===== src/rtl/pixel_frame_streamer.sv =====
// pixel_frame_streamer: walks a byte-wide frame memory in BMP row layout,
// assembles BYTES_PER_PIXEL bytes per pixel and emits each pixel on a
// valid/ready stream with its coordinates, sync flags and frame count.
module pixel_frame_streamer #(
  parameter int WORD_SIZE       = 8,
  parameter int BYTES_PER_PIXEL = 3,
  parameter int LOC_SIZE        = 16,
  parameter int ADDR_W          = 20
) (
  input  logic                                 clk,
  input  logic                                 reset,
  input  logic                                 en,
  input  logic                                 start,
  input  logic [LOC_SIZE-1:0]                  cfg_width,
  input  logic [LOC_SIZE-1:0]                  cfg_height,
  input  logic [ADDR_W-1:0]                    cfg_base,
  input  logic                                 cfg_bottom_up,
  output logic                                 mem_rd,
  output logic [ADDR_W-1:0]                    mem_addr,
  input  logic [WORD_SIZE-1:0]                 mem_rdata,
  output logic                                 out_valid,
  input  logic                                 out_ready,
  output logic [BYTES_PER_PIXEL*WORD_SIZE-1:0] out_data,
  output logic [LOC_SIZE-1:0]                  out_x,
  output logic [LOC_SIZE-1:0]                  out_y,
  output logic                                 out_hsync,
  output logic                                 out_vsync,
  output logic                                 out_last,
  output logic                                 busy,
  output logic                                 done,
  output logic [LOC_SIZE-1:0]                  frame
);

  localparam int DATA_W = BYTES_PER_PIXEL * WORD_SIZE;
  localparam int PROD_W = LOC_SIZE + 3;

  localparam logic [1:0] S_IDLE  = 2'd0;
  localparam logic [1:0] S_FETCH = 2'd1;
  localparam logic [1:0] S_LAND  = 2'd2;
  localparam logic [1:0] S_EMIT  = 2'd3;

  localparam logic [1:0]          K_LAST = 2'(BYTES_PER_PIXEL - 1);
  localparam logic [LOC_SIZE-1:0] ONE_L  = LOC_SIZE'(1);
  localparam logic [ADDR_W-1:0]   BPP_A  = ADDR_W'(BYTES_PER_PIXEL);
  localparam logic [PROD_W-1:0]   BPP_P  = PROD_W'(BYTES_PER_PIXEL);
  localparam logic [PROD_W-1:0]   PAD_P  = PROD_W'(3);

  logic [1:0]          state_q, state_d;
  logic [1:0]          k_q, k_d;
  logic [LOC_SIZE-1:0] x_q, x_d, y_q, y_d;
  logic [LOC_SIZE-1:0] w_q, w_d, h_q, h_d;
  logic                bu_q, bu_d;
  logic [ADDR_W-1:0]   stride_q, stride_d;
  logic [ADDR_W-1:0]   row_addr_q, row_addr_d;
  logic [ADDR_W-1:0]   pix_off_q, pix_off_d;
  logic                done_q, done_d;
  logic [LOC_SIZE-1:0] frame_q, frame_d;
  logic [DATA_W-1:0]   data_q;
  logic                rd_pend_q;
  logic [1:0]          rd_k_q;

  logic [PROD_W-1:0]   row_bytes_s, stride_s;
  logic [ADDR_W-1:0]   first_row_s;
  logic                last_s;

  // Row stride rounded up to a 4-byte boundary and the address of output row 0.
  always_comb begin
    row_bytes_s = PROD_W'(cfg_width) * BPP_P;
    stride_s    = (row_bytes_s + PAD_P) & ~PAD_P;
    if (cfg_bottom_up) begin
      first_row_s = cfg_base + ADDR_W'(cfg_height - ONE_L) * ADDR_W'(stride_s);
    end else begin
      first_row_s = cfg_base;
    end
  end

  assign last_s = (x_q == w_q - ONE_L) && (y_q == h_q - ONE_L);

  // Frame walk FSM: fetch bytes, land the last one, then hold the pixel until accepted.
  always_comb begin
    state_d    = state_q;
    k_d        = k_q;
    x_d        = x_q;
    y_d        = y_q;
    w_d        = w_q;
    h_d        = h_q;
    bu_d       = bu_q;
    stride_d   = stride_q;
    row_addr_d = row_addr_q;
    pix_off_d  = pix_off_q;
    done_d     = 1'b0;
    frame_d    = frame_q;
    case (state_q)
      S_IDLE: begin
        if (start && en) begin
          w_d        = cfg_width;
          h_d        = cfg_height;
          bu_d       = cfg_bottom_up;
          stride_d   = ADDR_W'(stride_s);
          row_addr_d = first_row_s;
          pix_off_d  = {ADDR_W{1'b0}};
          k_d        = 2'd0;
          x_d        = {LOC_SIZE{1'b0}};
          y_d        = {LOC_SIZE{1'b0}};
          if ((cfg_width == {LOC_SIZE{1'b0}}) || (cfg_height == {LOC_SIZE{1'b0}})) begin
            done_d = 1'b1;
          end else begin
            state_d = S_FETCH;
          end
        end else begin
          state_d = S_IDLE;
        end
      end
      S_FETCH: begin
        if (en) begin
          if (k_q == K_LAST) begin
            k_d     = 2'd0;
            state_d = S_LAND;
          end else begin
            k_d = k_q + 2'd1;
          end
        end else begin
          state_d = S_FETCH;
        end
      end
      S_LAND: begin
        if (en) begin
          state_d = S_EMIT;
        end else begin
          state_d = S_LAND;
        end
      end
      S_EMIT: begin
        if (en && out_ready) begin
          if (last_s) begin
            state_d = S_IDLE;
            done_d  = 1'b1;
            frame_d = frame_q + ONE_L;
          end else begin
            state_d = S_FETCH;
            if (x_q == w_q - ONE_L) begin
              x_d       = {LOC_SIZE{1'b0}};
              y_d       = y_q + ONE_L;
              pix_off_d = {ADDR_W{1'b0}};
              if (bu_q) begin
                row_addr_d = row_addr_q - stride_q;
              end else begin
                row_addr_d = row_addr_q + stride_q;
              end
            end else begin
              x_d       = x_q + ONE_L;
              pix_off_d = pix_off_q + BPP_A;
            end
          end
        end else begin
          state_d = S_EMIT;
        end
      end
      default: begin
        state_d = S_IDLE;
      end
    endcase
  end

  // State, geometry and counter registers.
  always_ff @(posedge clk) begin
    if (reset) begin
      state_q    <= S_IDLE;
      k_q        <= 2'd0;
      x_q        <= {LOC_SIZE{1'b0}};
      y_q        <= {LOC_SIZE{1'b0}};
      w_q        <= {LOC_SIZE{1'b0}};
      h_q        <= {LOC_SIZE{1'b0}};
      bu_q       <= 1'b0;
      stride_q   <= {ADDR_W{1'b0}};
      row_addr_q <= {ADDR_W{1'b0}};
      pix_off_q  <= {ADDR_W{1'b0}};
      done_q     <= 1'b0;
      frame_q    <= {LOC_SIZE{1'b0}};
    end else begin
      state_q    <= state_d;
      k_q        <= k_d;
      x_q        <= x_d;
      y_q        <= y_d;
      w_q        <= w_d;
      h_q        <= h_d;
      bu_q       <= bu_d;
      stride_q   <= stride_d;
      row_addr_q <= row_addr_d;
      pix_off_q  <= pix_off_d;
      done_q     <= done_d;
      frame_q    <= frame_d;
    end
  end

  // Byte capture one cycle after each read, independent of en so no read is lost.
  always_ff @(posedge clk) begin
    if (reset) begin
      data_q    <= {DATA_W{1'b0}};
      rd_pend_q <= 1'b0;
      rd_k_q    <= 2'd0;
    end else begin
      rd_pend_q <= mem_rd;
      rd_k_q    <= k_q;
      if (rd_pend_q) begin
        data_q[int'(rd_k_q)*WORD_SIZE +: WORD_SIZE] <= mem_rdata;
      end
    end
  end

  assign mem_rd    = (state_q == S_FETCH) && en;
  assign mem_addr  = mem_rd ? (row_addr_q + pix_off_q + ADDR_W'(k_q)) : {ADDR_W{1'b0}};
  assign out_valid = (state_q == S_EMIT);
  assign out_data  = data_q;
  assign out_x     = x_q;
  assign out_y     = y_q;
  assign out_hsync = out_valid && (x_q == {LOC_SIZE{1'b0}});
  assign out_vsync = out_valid && (x_q == {LOC_SIZE{1'b0}}) && (y_q == {LOC_SIZE{1'b0}});
  assign out_last  = out_valid && last_s;
  assign busy      = (state_q != S_IDLE);
  assign done      = done_q;
  assign frame     = frame_q;

endmodule

===== config.mk =====
export PLATFORM = sky130hd
export DESIGN_NAME = pixel_frame_streamer
export DESIGN_NICKNAME = d
export VERILOG_FILES = /design/src/rtl/pixel_frame_streamer.sv
export SDC_FILE = /design/constraint.sdc
export NUM_CORES = 1
export LEC_CHECK = 0
export ABC_AREA = 1
export ABC_CLOCK_PERIOD_IN_PS = 25000
export CORE_MARGIN = 4
export CORE_UTILIZATION = 58
export CTS_CLUSTER_SIZE = 40
export DETAILED_ROUTE_END_ITERATION = 8
export GPL_ROUTABILITY_DRIVEN = 0
export GPL_TIMING_DRIVEN = 1
export HOLD_SLACK_MARGIN = 0.02
export PLACE_DENSITY = 0.8
export SLEW_MARGIN = 15
export SYNTH_ARGS = -nofsm -noshare
export SYNTH_HDL_FRONTEND = slang
export SYNTH_SLANG_ARGS = --single-unit

===== constraint.sdc =====
create_clock -name clk -period 25 [get_ports clk]
set_input_delay 2.5 -clock clk [delete_from_list [all_inputs] [get_ports clk]]
set_output_delay 2.5 -clock clk [all_outputs]
set_load 0.02 [all_outputs]

# Word-level counts from Yosys, hierarchy flattened
# Index checks and enable logic that the tools add are counted.
# word_totals
output_inout_bits,99
latchBits,0
mem_bits_ro,0
memories,0
ram_bits,0
register_bits,170
wordCells,109
# op_classes
div_mod_pow,0
shifts,2
mux,40
n_lt_le_gt_ge,0
eq_ne,13
mul,2
bitwise_logic,0
addsub,15
reduce_logical,22
# ops
cell,count
2-to-1 mux 20 bit,11
2-to-1 mux 16 bit,7
case mux 20 bit (2 select lines),2
logical NOT 16 bit,4
case mux 16 bit (2 select lines),2
"adder 16 x 1 -> 16 bit, second input constant",3
adder 20 bit,2
negator 5 -> 33 bit,1
"variable shift 8 x 33 -> 24 bit, first input constant",1
indexed part select 8 x 33 -> 24 bit,1
== test 16 bit,2
"subtractor 16 x 1 -> 16 bit, second input constant",2
bitwise mux 24 bit,1
adder 20 x 19 -> 20 bit,1
adder 20 x 2 -> 20 bit,1
"adder 20 x 2 -> 20 bit, second input constant",1
multiplier 20 x 17 -> 18 bit,1
subtractor 20 x 19 -> 20 bit,1
"adder 18 x 2 -> 19 bit, second input constant",1
"multiplier 16 x 2 -> 18 bit, second input constant",1
"subtractor 16 x 1 -> 17 bit, second input constant",1
2-to-1 mux 2 bit,8
case mux 2 bit (4 select lines),1
logical AND 1 bit,7
16 further kinds,31

# Longest topological paths before layout
# logic_depth
depth_word,7
ltp_mapped,47
depth_no_buf,47

# Worst setup path before layout
# No wires, ideal clock.
# synth_timing
path_type,input to register
start,input port cfg_width[5]
end,register row_addr_q[19]
t_arrival_ps,9863
n_path_buf,0
cell_stages,39
required_time_ps,24930
setup_slack_ps,15067
setup_ps,70
path_cell_list,ha_1 ha_1 a21oi_1 nor2_1 nor2_1 nand2_1 xnor2_2 nor2_1 fa_1 inv_1 fa_1 fa_1 fa_1 inv_1 fa_1 inv_1 fa_1 inv_1 [... 3 more ...] nand3_1 o2111ai_1 a21oi_1 o21bai_1 xor2_1 ha_1 inv_1 nor4_1 and3_1 nand4_1 nand3_1 xnor2_1 inv_1 nand3_1 nand3_1 nand2_1 nand3_1 a21oi_1
# synth_via
elab_chain_len,7
# synth_lines
item,line,text
start: declaration,14,"input logic [LOC_SIZE-1:0] cfg_width,"
multiplier 16 x 2 -> 18 bit,68,row_bytes_s = PROD_W'(cfg_width) * BPP_P;
adder 18 x 2 -> 19 bit,69,stride_s = (row_bytes_s + PAD_P) & ~PAD_P;
multiplier 20 x 17 -> 18 bit,71,first_row_s = cfg_base + ADDR_W'(cfg_height - ONE_L) * ADDR_W'(stride_s);
adder 20 bit,71,
2-to-1 mux 20 bit,70,if (cfg_bottom_up) begin
2-to-1 mux 20 bit,95,if (start && en) begin
case mux 20 bit (2 select lines),93,case (state_q)
end signal: assignment,176,row_addr_q <= {ADDR_W{1'b0}};
end signal: assignment,189,row_addr_q <= row_addr_d;
end: declaration,54,"logic [ADDR_W-1:0] row_addr_q, row_addr_d;"
# Every way passes these cells. The select of a mux whose other input is x is not followed.
# A chain may end at the register's enable or synchronous reset.

# Final worst setup path
# layout_timing
start,input port cfg_width[2]
end,register row_addr_q[19]
# Same word-level chain as after synthesis.

==> impl_metrics.yaml <==
die:
  ios: 165
  core-area_um2: 31800
  rows: 65
  die_h_um: 188
  die_w_um: 188
  start_util_pct: 59.3
  die_area_um2: 35400
worst_setup_path:
  cp_data_required_time_ns: 25.37
  cpMaxStageDelayCell: "clkdlybuf4s50_1"
  worst_setup_path_end_kind: "flop"
  worst-path-max-fanout: 12
  critPathLaunchType: "input port"
  worst_path_largest_cell_delay_ns: 0.62
  path_class: "in2reg"
  crit_arrival_ns: 11.53
yosys:
  synth_top_area_share_pct: 18.0
  synth_seq_cells: 169
  ys.flop_type: "dfxtp_1"
  ys_seq_area_share_pct: 18.0
  netlist_instances: 2802
  syn_avg_cell_area_um2: 6.73
  yosys_warnings: 0
  post_synth_num_cell_types: 66
  synth_nets: 3159
  synthArstFlopShare_pct: 0
  ys_top_cells_by_area: "dfxtp_1 (18%), fa_1 (12%), ha_1 (12%)"
  synth_edf_count: 0
  netlist_area_um2: 18800
  yosys.area.top_type: "dfxtp_1"
routing:
  wire_per_inst_um: 16.2
  num_vias: 19100
  drc: 0
  ant_nets: 0
  drt-initial-drc-count: 1727
  vias_per_cell: 5.65
  dr.pass1.iters: 6
  finalWirelength_mm: 54.8
placed_design:
  portBuffers: 164
  dp.cells: 3343
  dp_hpwl_mm: 43.9
timing:
  fmax_mhz: 89.7
  slew_viol_final: 0
  worst_slew_pin_slew_ns: 1.02
  post-route-period-util_pct: 44.6
  relSlewSlack_pct: 31.8
  min_period_ns: 11.15
  hold_viol_final: 0
  fin_skew_ns: 0.0133
  setup_tns_ns: 0
  setup_viol: 0
  rsz0062_at_grt: "no"
clock_tree:
  cts_tree: "yes"
  postCtsResizedCells: 0
  cts_hold_buf: 0
  cts_buffer_depth: 2
  numClockSinks: 169
  cts_buffers: 17
  clock-root-buffer: "clkbuf_16"
  htreeDepth: 4
  clk_latency_ns: 0.44
  post_cts_buffers: 0
  cts.clk_slew.worst_paths_ns: 0.08
final_layout:
  fin_nets: 3284
  drive_above_1_share_pct: 3.03
  final_common_cell: "nand2_1"
  finalNonFillerCells: 3375
  fillers: 2705
  layout_common_cells: "nand2_1 (570), inv_1 (459), nor2_1 (328)"
  synthToLayoutAreaGrowth_pct: 13.9
  n_antenna_cell: 0
grt:
  grt.overflow.total: 0
  grt_pass1_vias: 18300
  antenna_found_initial: 0
  grt_max_degree: 69
  grt_pass1_wl_mm: 88.6
  grt.total_usage_pct: 29.8
worst_hold_path:
  hold_path_class: "reg2reg"
job:
  cap_viol_max_count: 0
run_status:
  status: "finished, final reports clean"
[cell type report]
cell class | instances | area, µm² | share of cell area (%)
Inverter | 474 | 1780 | 8.31
Sequential cell | 169 | 3380 | 15.8
Clock buffer | 17 | 425 | 1.98
Tap cell | 435 | 544 | 2.53
Multi-Input combinational cell | 2091 | 13400 | 62.4
Timing Repair Buffer | 174 | 1710 | 7.97
Clock inverter | 15 | 224 | 1.04
[registers in the layout, indices dropped and copies added (netlist names)]
name / cells
bu_q: 1
out_y: 16
row_addr_q: 20
state_q: 2
rd_k_q: 2
frame: 16
h_q: 16
stride_q: 16
rd_pend_q: 1
out_data: 24
w_q: 16
k_q: 2
out_x: 16
done: 1
pix_off_q: 20
[cells in the mapped netlist, drive strengths merged, types with 4 or more instances]
| master | instances |
|---|---|
| a211oi | 4 |
| a21o | 4 |
| a21oi | 228 |
| a31oi | 7 |
| a32oi | 7 |
| and3 | 5 |
| buf | 15 |
| clkbuf | 53 |
| clkinv | 6 |
| dfxtp | 169 |
| fa | 113 |
| ha | 178 |
| inv | 468 |
| nand2 | 575 |
| nand3 | 121 |
| nand3b | 9 |
| nand4 | 43 |
| nor2 | 332 |
| nor3 | 72 |
| nor3b | 12 |
| nor4 | 21 |
| o211ai | 6 |
| o21ai | 152 |
| o21bai | 6 |
| o31ai | 4 |
| or2 | 14 |
| xnor2 | 45 |
| xor2 | 107 |
[cells by family (layout without fill, tap and decap cells)]
group,after synthesis,in the layout,synth area share [%]
AND/OR/NAND/NOR,1211,1211,27.5
flip-flops,169,169,18.0
XOR/XNOR,152,152,7.18
buffers and inverters,542,680,11.0
multiplexers,2,2,0.106
adder cells (fa/ha/maj),291,291,23.8
AO/OA/AOI/OAI,435,435,12.4
[routing by layer]
layer	global-route usage (%)	part of all wire, %	routed length (µm)
met1	37.8	40	22100
met2	51.1	47	25900
met3	4.54	8.3	4530
met4	11.8	4.0	2180
met5	0	0	0
[worst paths after layout]
check / to / slack [ns] / cells past startpoint / start
max reg2reg: pix_off_q[19] / 20.88 / 18 / w_q[0]
min: out_data[1] / 0.46 / 2 / out_data[1]
max: row_addr_q[19] / 13.85 / 43 / cfg_width[2]
min reg2reg: out_data[1] / 0.46 / 2 / out_data[1]
[critical path, delay by kind of cell]
kind | cells | cell delay [ns]
XOR/XNOR | 2 | 0.28
adder cells (fa/ha/maj) | 10 | 4.13
buffers and inverters | 9 | 1.29
AO/OA/AOI/OAI | 5 | 0.87
AND/OR/NAND/NOR | 17 | 2.42
[stage by stage]
stage	hold WS, ns	util [%]	setup slack (ns)	instance area (µm²)
6_report	0.465	67.5	13.85	21500
5_1_grt	0.482	67.5	13.24	21500
4_1_cts	0.466	67.5	13.97	21500
3_5_place_dp	0.454	65.5	13.53	20800
3_3_place_gp	0.453	65.5	13.80	20800
2_1_floorplan	0.448	-	15.07	18800
Power is not shown: default switching activity piles up to over one toggle a cycle in this logic, so the estimate is an artifact.
